[src/rtl/data_sync_mc.sv]
// ---------------------------------------------------------------------------
// data_sync_mc
//   Multi-channel enable-qualified data synchronizer, entirely in the CLK
//   domain. Each channel passes its unsynchronized enable through a
//   NUM_STAGES flop chain. It then edge-detects the synchronized enable:
//   a rising edge in level mode (EN_MODE=0), or any edge in toggle mode
//   (EN_MODE=1). On a detected edge the channel captures its quasi-static
//   bus. A valid/ready hold register presents the captured word to the
//   consumer, and a sticky flag records overwrites of unconsumed data.
//
// Ports
//   CLK           in   destination clock
//   RST           in   asynchronous active-low reset
//   bus_enable    in   [NUM_CH]            unsynchronized enable per channel
//   unsync_bus    in   [NUM_CH*BUS_WIDTH]  channel c at [c*BUS_WIDTH +: BUS_WIDTH]
//   sync_ready    in   [NUM_CH]            consumer takes the held word
//   overrun_clr   in   1                   clears every overrun flag
//   sync_bus      out  [NUM_CH*BUS_WIDTH]  captured data, held until next capture
//   enable_pulse  out  [NUM_CH]            one-cycle registered capture strobe
//   sync_valid    out  [NUM_CH]            held word not yet consumed
//   overrun       out  [NUM_CH]            sticky: capture hit an unconsumed word
// ---------------------------------------------------------------------------
module data_sync_mc #(
  parameter int BUS_WIDTH  = 8,
  parameter int NUM_STAGES = 2,   // legal range 2..4
  parameter int NUM_CH     = 2,
  parameter int EN_MODE    = 0    // 0 = level, 1 = toggle
) (
  input  logic                        CLK,
  input  logic                        RST,
  input  logic [NUM_CH-1:0]           bus_enable,
  input  logic [NUM_CH*BUS_WIDTH-1:0] unsync_bus,
  input  logic [NUM_CH-1:0]           sync_ready,
  input  logic                        overrun_clr,
  output logic [NUM_CH*BUS_WIDTH-1:0] sync_bus,
  output logic [NUM_CH-1:0]           enable_pulse,
  output logic [NUM_CH-1:0]           sync_valid,
  output logic [NUM_CH-1:0]           overrun
);

  genvar gi;
  generate
    for (gi = 0; gi < NUM_CH; gi++) begin : g_ch
      logic [NUM_STAGES-1:0] sync_reg;
      logic                  prev_reg;
      logic                  sync_en;
      logic                  det;
      logic [BUS_WIDTH-1:0]  bus_reg;
      logic                  pulse_reg;
      logic                  valid_reg;
      logic                  valid_next;
      logic                  overrun_reg;
      logic                  overrun_next;

      assign sync_en = sync_reg[NUM_STAGES-1];

      // Level mode only reacts to a rise, so a held enable captures once;
      // toggle mode treats every transition of the source as an event.
      assign det = (EN_MODE != 0) ? (sync_en ^ prev_reg) : (sync_en & ~prev_reg);

      // Synchronizer chain plus one edge-history flop.
      always_ff @(posedge CLK or negedge RST) begin
        if (!RST) begin
          sync_reg <= '0;
          prev_reg <= 1'b0;
        end else begin
          sync_reg <= {sync_reg[NUM_STAGES-2:0], bus_enable[gi]};
          prev_reg <= sync_en;
        end
      end

      // A capture always re-arms valid, even when the consumer takes the
      // previous word on the same edge: the new word replaces it.
      always_comb begin
        valid_next = valid_reg;
        if (det) begin
          valid_next = 1'b1;
        end else if (sync_ready[gi]) begin
          valid_next = 1'b0;
        end
      end

      // Overrun set has priority over the clear so that an overwrite on
      // the clearing edge is not lost.
      always_comb begin
        overrun_next = overrun_reg;
        if (overrun_clr) begin
          overrun_next = 1'b0;
        end
        if (det && valid_reg && !sync_ready[gi]) begin
          overrun_next = 1'b1;
        end
      end

      always_ff @(posedge CLK or negedge RST) begin
        if (!RST) begin
          bus_reg     <= '0;
          pulse_reg   <= 1'b0;
          valid_reg   <= 1'b0;
          overrun_reg <= 1'b0;
        end else begin
          if (det) begin
            bus_reg <= unsync_bus[gi*BUS_WIDTH +: BUS_WIDTH];
          end
          pulse_reg   <= det;
          valid_reg   <= valid_next;
          overrun_reg <= overrun_next;
        end
      end

      assign sync_bus[gi*BUS_WIDTH +: BUS_WIDTH] = bus_reg;
      assign enable_pulse[gi]                    = pulse_reg;
      assign sync_valid[gi]                      = valid_reg;
      assign overrun[gi]                         = overrun_reg;
    end
  endgenerate

endmodule

[config.mk]
export PLATFORM = sky130hd
export DESIGN_NAME = data_sync_mc
export DESIGN_NICKNAME = d
export VERILOG_FILES = /design/src/rtl/data_sync_mc.sv
export SDC_FILE = /design/constraint.sdc
export NUM_CORES = 1
export LEC_CHECK = 0
export BUFFER_PORTS_ARGS = -buffer_cell sky130_fd_sc_hd__buf_2
export CORE_ASPECT_RATIO = 0.75
export CORE_MARGIN = 2
export CORE_UTILIZATION = 40
export CTS_CLUSTER_SIZE = 30
export DETAILED_ROUTE_END_ITERATION = 10
export PLACE_DENSITY_LB_ADDON = 0.08
export SLEW_MARGIN = 20
export SYNTH_ARGS = -nofsm -noshare
export SYNTH_HDL_FRONTEND = slang
export SYNTH_SLANG_ARGS = --single-unit
[constraint.sdc]
create_clock -name CLK -period 1.2 [get_ports CLK]
set_input_delay 0.06 -clock CLK [delete_from_list [all_inputs] [get_ports CLK]]
set_output_delay 0.06 -clock CLK [all_outputs]
set_load 0.005 [all_outputs]
==> flow_metrics.tcl <==
set metrics [dict create \
    slowest_delay_ns 0.39 \
    die_height_um 48.82 \
    cts_buffers 3 \
    critical_path_required_ns 1.41 \
    core_um2 2582 \
    ant_nets 0 \
    hold_viol 0 \
    crit_chain "nand2b_4 -> inv_6 -> mux2_4" \
    multi_input_area_um2 300.3 \
    relSlewSlack 0.5977 \
    yosysWarnings 0 \
    cap_violations 0 \
    final_nets 150 \
    clock_latency_ns 0.32 \
    r2r-end "g_ch[1].bus_reg[3]$_DFFE_PN0P_" \
    cts_tree "built" \
    syn_nets 85 \
    mostFrequentLayoutCells "44 x buf_2, 28 x dfrtp_1, 22 x dlygate4sd3_1" \
    min_path_type "in2async" \
    synth_cells 62 \
    antenna_found_initial 0 \
    crit_path_top_delay_cell "dfrtp_1" \
    end_kind "flop" \
    setup_viol 0 \
    setup.worst_path.start "g_ch[1].prev_reg$_DFF_PN0_" \
    start_util 0.4147 \
    r2r_slack_ns 0.11 \
    die_x_um 63.75 \
    io_pins 45 \
    syn_to_final_growth_pct 43.22 \
    setup_tns_ns 0 \
    routedWlPerCell_um 11.53 \
    syn_area_um2 1071 \
    finClkSkew_ns 0.004812 \
    dr.pass1.iters 2 \
    portBuffers 44 \
    max_freq_mhz 918.1 \
    layout-drive-gt1-share 0.5360 \
    start_kind "flop" \
    fp.dieArea_um2 3112 \
    tightest_slew_ns 0.6035 \
    p_per_area_nw_per_um2 1203 \
    leakagePower_uw 0.0007842 \
    fill_cells 219 \
    cp_max_fo 9 \
    status "complete, no violations" \
    seq_area_frac_synth 0.6542 \
    synth-seq-cells 28 \
    post_cts_buffers 0 \
    critPathKind "reg2reg" \
    register_area_um2 700.7 \
    grt_pass1_vias 737 \
    final_common_cell "buf_2" \
    r2r-start "g_ch[1].prev_reg$_DFF_PN0_" \
    clk_path_buf_depth 2 \
    grt_pass1_wl_mm 3.180 \
    antenna_cells 0 \
    grt_max_degree 29 \
    rsz0062_at_grt "no" \
    cts-root-buf "clkbuf_4" \
    largest_reg_flops 16 \
    crit_end "g_ch[1].bus_reg[3]$_DFFE_PN0P_" \
    drv_slew 0 \
    period_share 0.9077 \
    fin_util 0.5940 \
    hold_slack_ns 0.2728 \
    clkTransAtPathRegs_ns 0.14 \
    drt-total-wl_mm 1.857 \
    rr_worst_depth 3 \
    period_needed_ns 1.089 \
    rows 16 \
    dp_hpwl_mm 1.119 \
    worstPathArrival_ns 1.30 \
    clkSinkCount 28 \
    drt-vias-per-instance 4.168 \
    drc 0 \
    ir_drop_uv 669.3 \
    syn_area_per_cell_um2 17.27 \
    synth.distinct_cells 9 \
    place.gp.congestion 0.6367 \
    finalNonFillerCells 161 \
    drtIter0Drc 16 \
    dr_total_vias 671 \
    track_usage 0.1339 \
    placed_cells 136 \
    h-tree-depth 1 \
    grt_overflow 0 \
]
through the flow:
stage | power (µW) | instance area [µm²] | setup WS [ns]
after global placement | 1437 | 1291 | 0.1460
after global routing | 1950 | 1534 | 0.07496
after CTS | 1876 | 1534 | 0.1018
final | 1845 | 1534 | 0.1108
after floorplan | 1299 | 1071 | 0.1878
after detailed placement | 1442 | 1291 | 0.1334
logic make-up (layout without fill, tap and decap cells):
| group | after synthesis | after routing | share of synthesized area |
|---|---|---|---|
| flops | 28 | 28 | 0.6542 |
| simple gates | 6 | 6 | 0.04440 |
| buf+inv | 10 | 73 | 0.06542 |
| compound gates | 2 | 2 | 0.01168 |
| mux | 16 | 16 | 0.2243 |
worst min-delay path by stage:
stage               start                              end  slack, ns  cells after the start
floorplan             RST   g_ch[0].bus_reg[0]$_DFFE_PN0P_      -0.24                      0
detailed placement    RST    g_ch[0].sync_reg[0]$_DFF_PN0_       0.11                      1
finish                RST  g_ch[0].overrun_reg$_DFFE_PN0P_       0.27                      2
global route          RST   g_ch[1].bus_reg[7]$_DFFE_PN0P_       0.32                      2
CTS                   RST  g_ch[0].overrun_reg$_DFFE_PN0P_       0.27                      2
global placement      RST    g_ch[0].sync_reg[0]$_DFF_PN0_       0.10                      1
cells in the mapped netlist, drive strengths merged:
| library cell | number | area share |
|---|---|---|
| dfrtp | 28 | 0.65 |
| mux2 | 16 | 0.22 |
| o22ai | 2 | 0.012 |
| nand2 | 2 | 0.0070 |
| inv | 4 | 0.023 |
| nand2b | 4 | 0.037 |
| buf | 6 | 0.042 |
repair_timing:
| action | in CTS | in global routing |
|---|---|---|
| hold buffers | 22 | 0 |
| endpoints found under the hold margin | 50 | 0 |
| resized for setup | 0 | 0 |
report_power, final:
group | switching (µW) | leakage (µW) | internal (µW)
sequential | 51.1 | 0.000335 | 1050
clock | 252 | 0.0000138 | 117
combinational | 124 | 0.000436 | 255
total | 427 | 0.000784 | 1420
worst max-delay path: cells and delay by family (launching register included):
family	cells	cell delay, ns
and+or+nand+nor	1	0.16
muxes	1	0.31
buffers and inverters	1	0.12
DFF	1	0.39
layer usage:
layer	up-vias	part of all wire	track usage
met4	0	0.0070	0.03261
met1	320	0.44	0.1626
li1	323	-	-
met2	26	0.49	0.2246
met5	-	0	0
met3	2	0.065	0.05312
cell type report:
type / count / share of cell area
well taps: 36 / 0.02936
clock buffers: 3 / 0.01468
multi-input cells: 24 / 0.1958
repair buffers: 66 / 0.2871
flip-flops and latches: 28 / 0.4568
inverters: 4 / 0.01631
No activity file was read; power rests on OpenSTA's default activity.
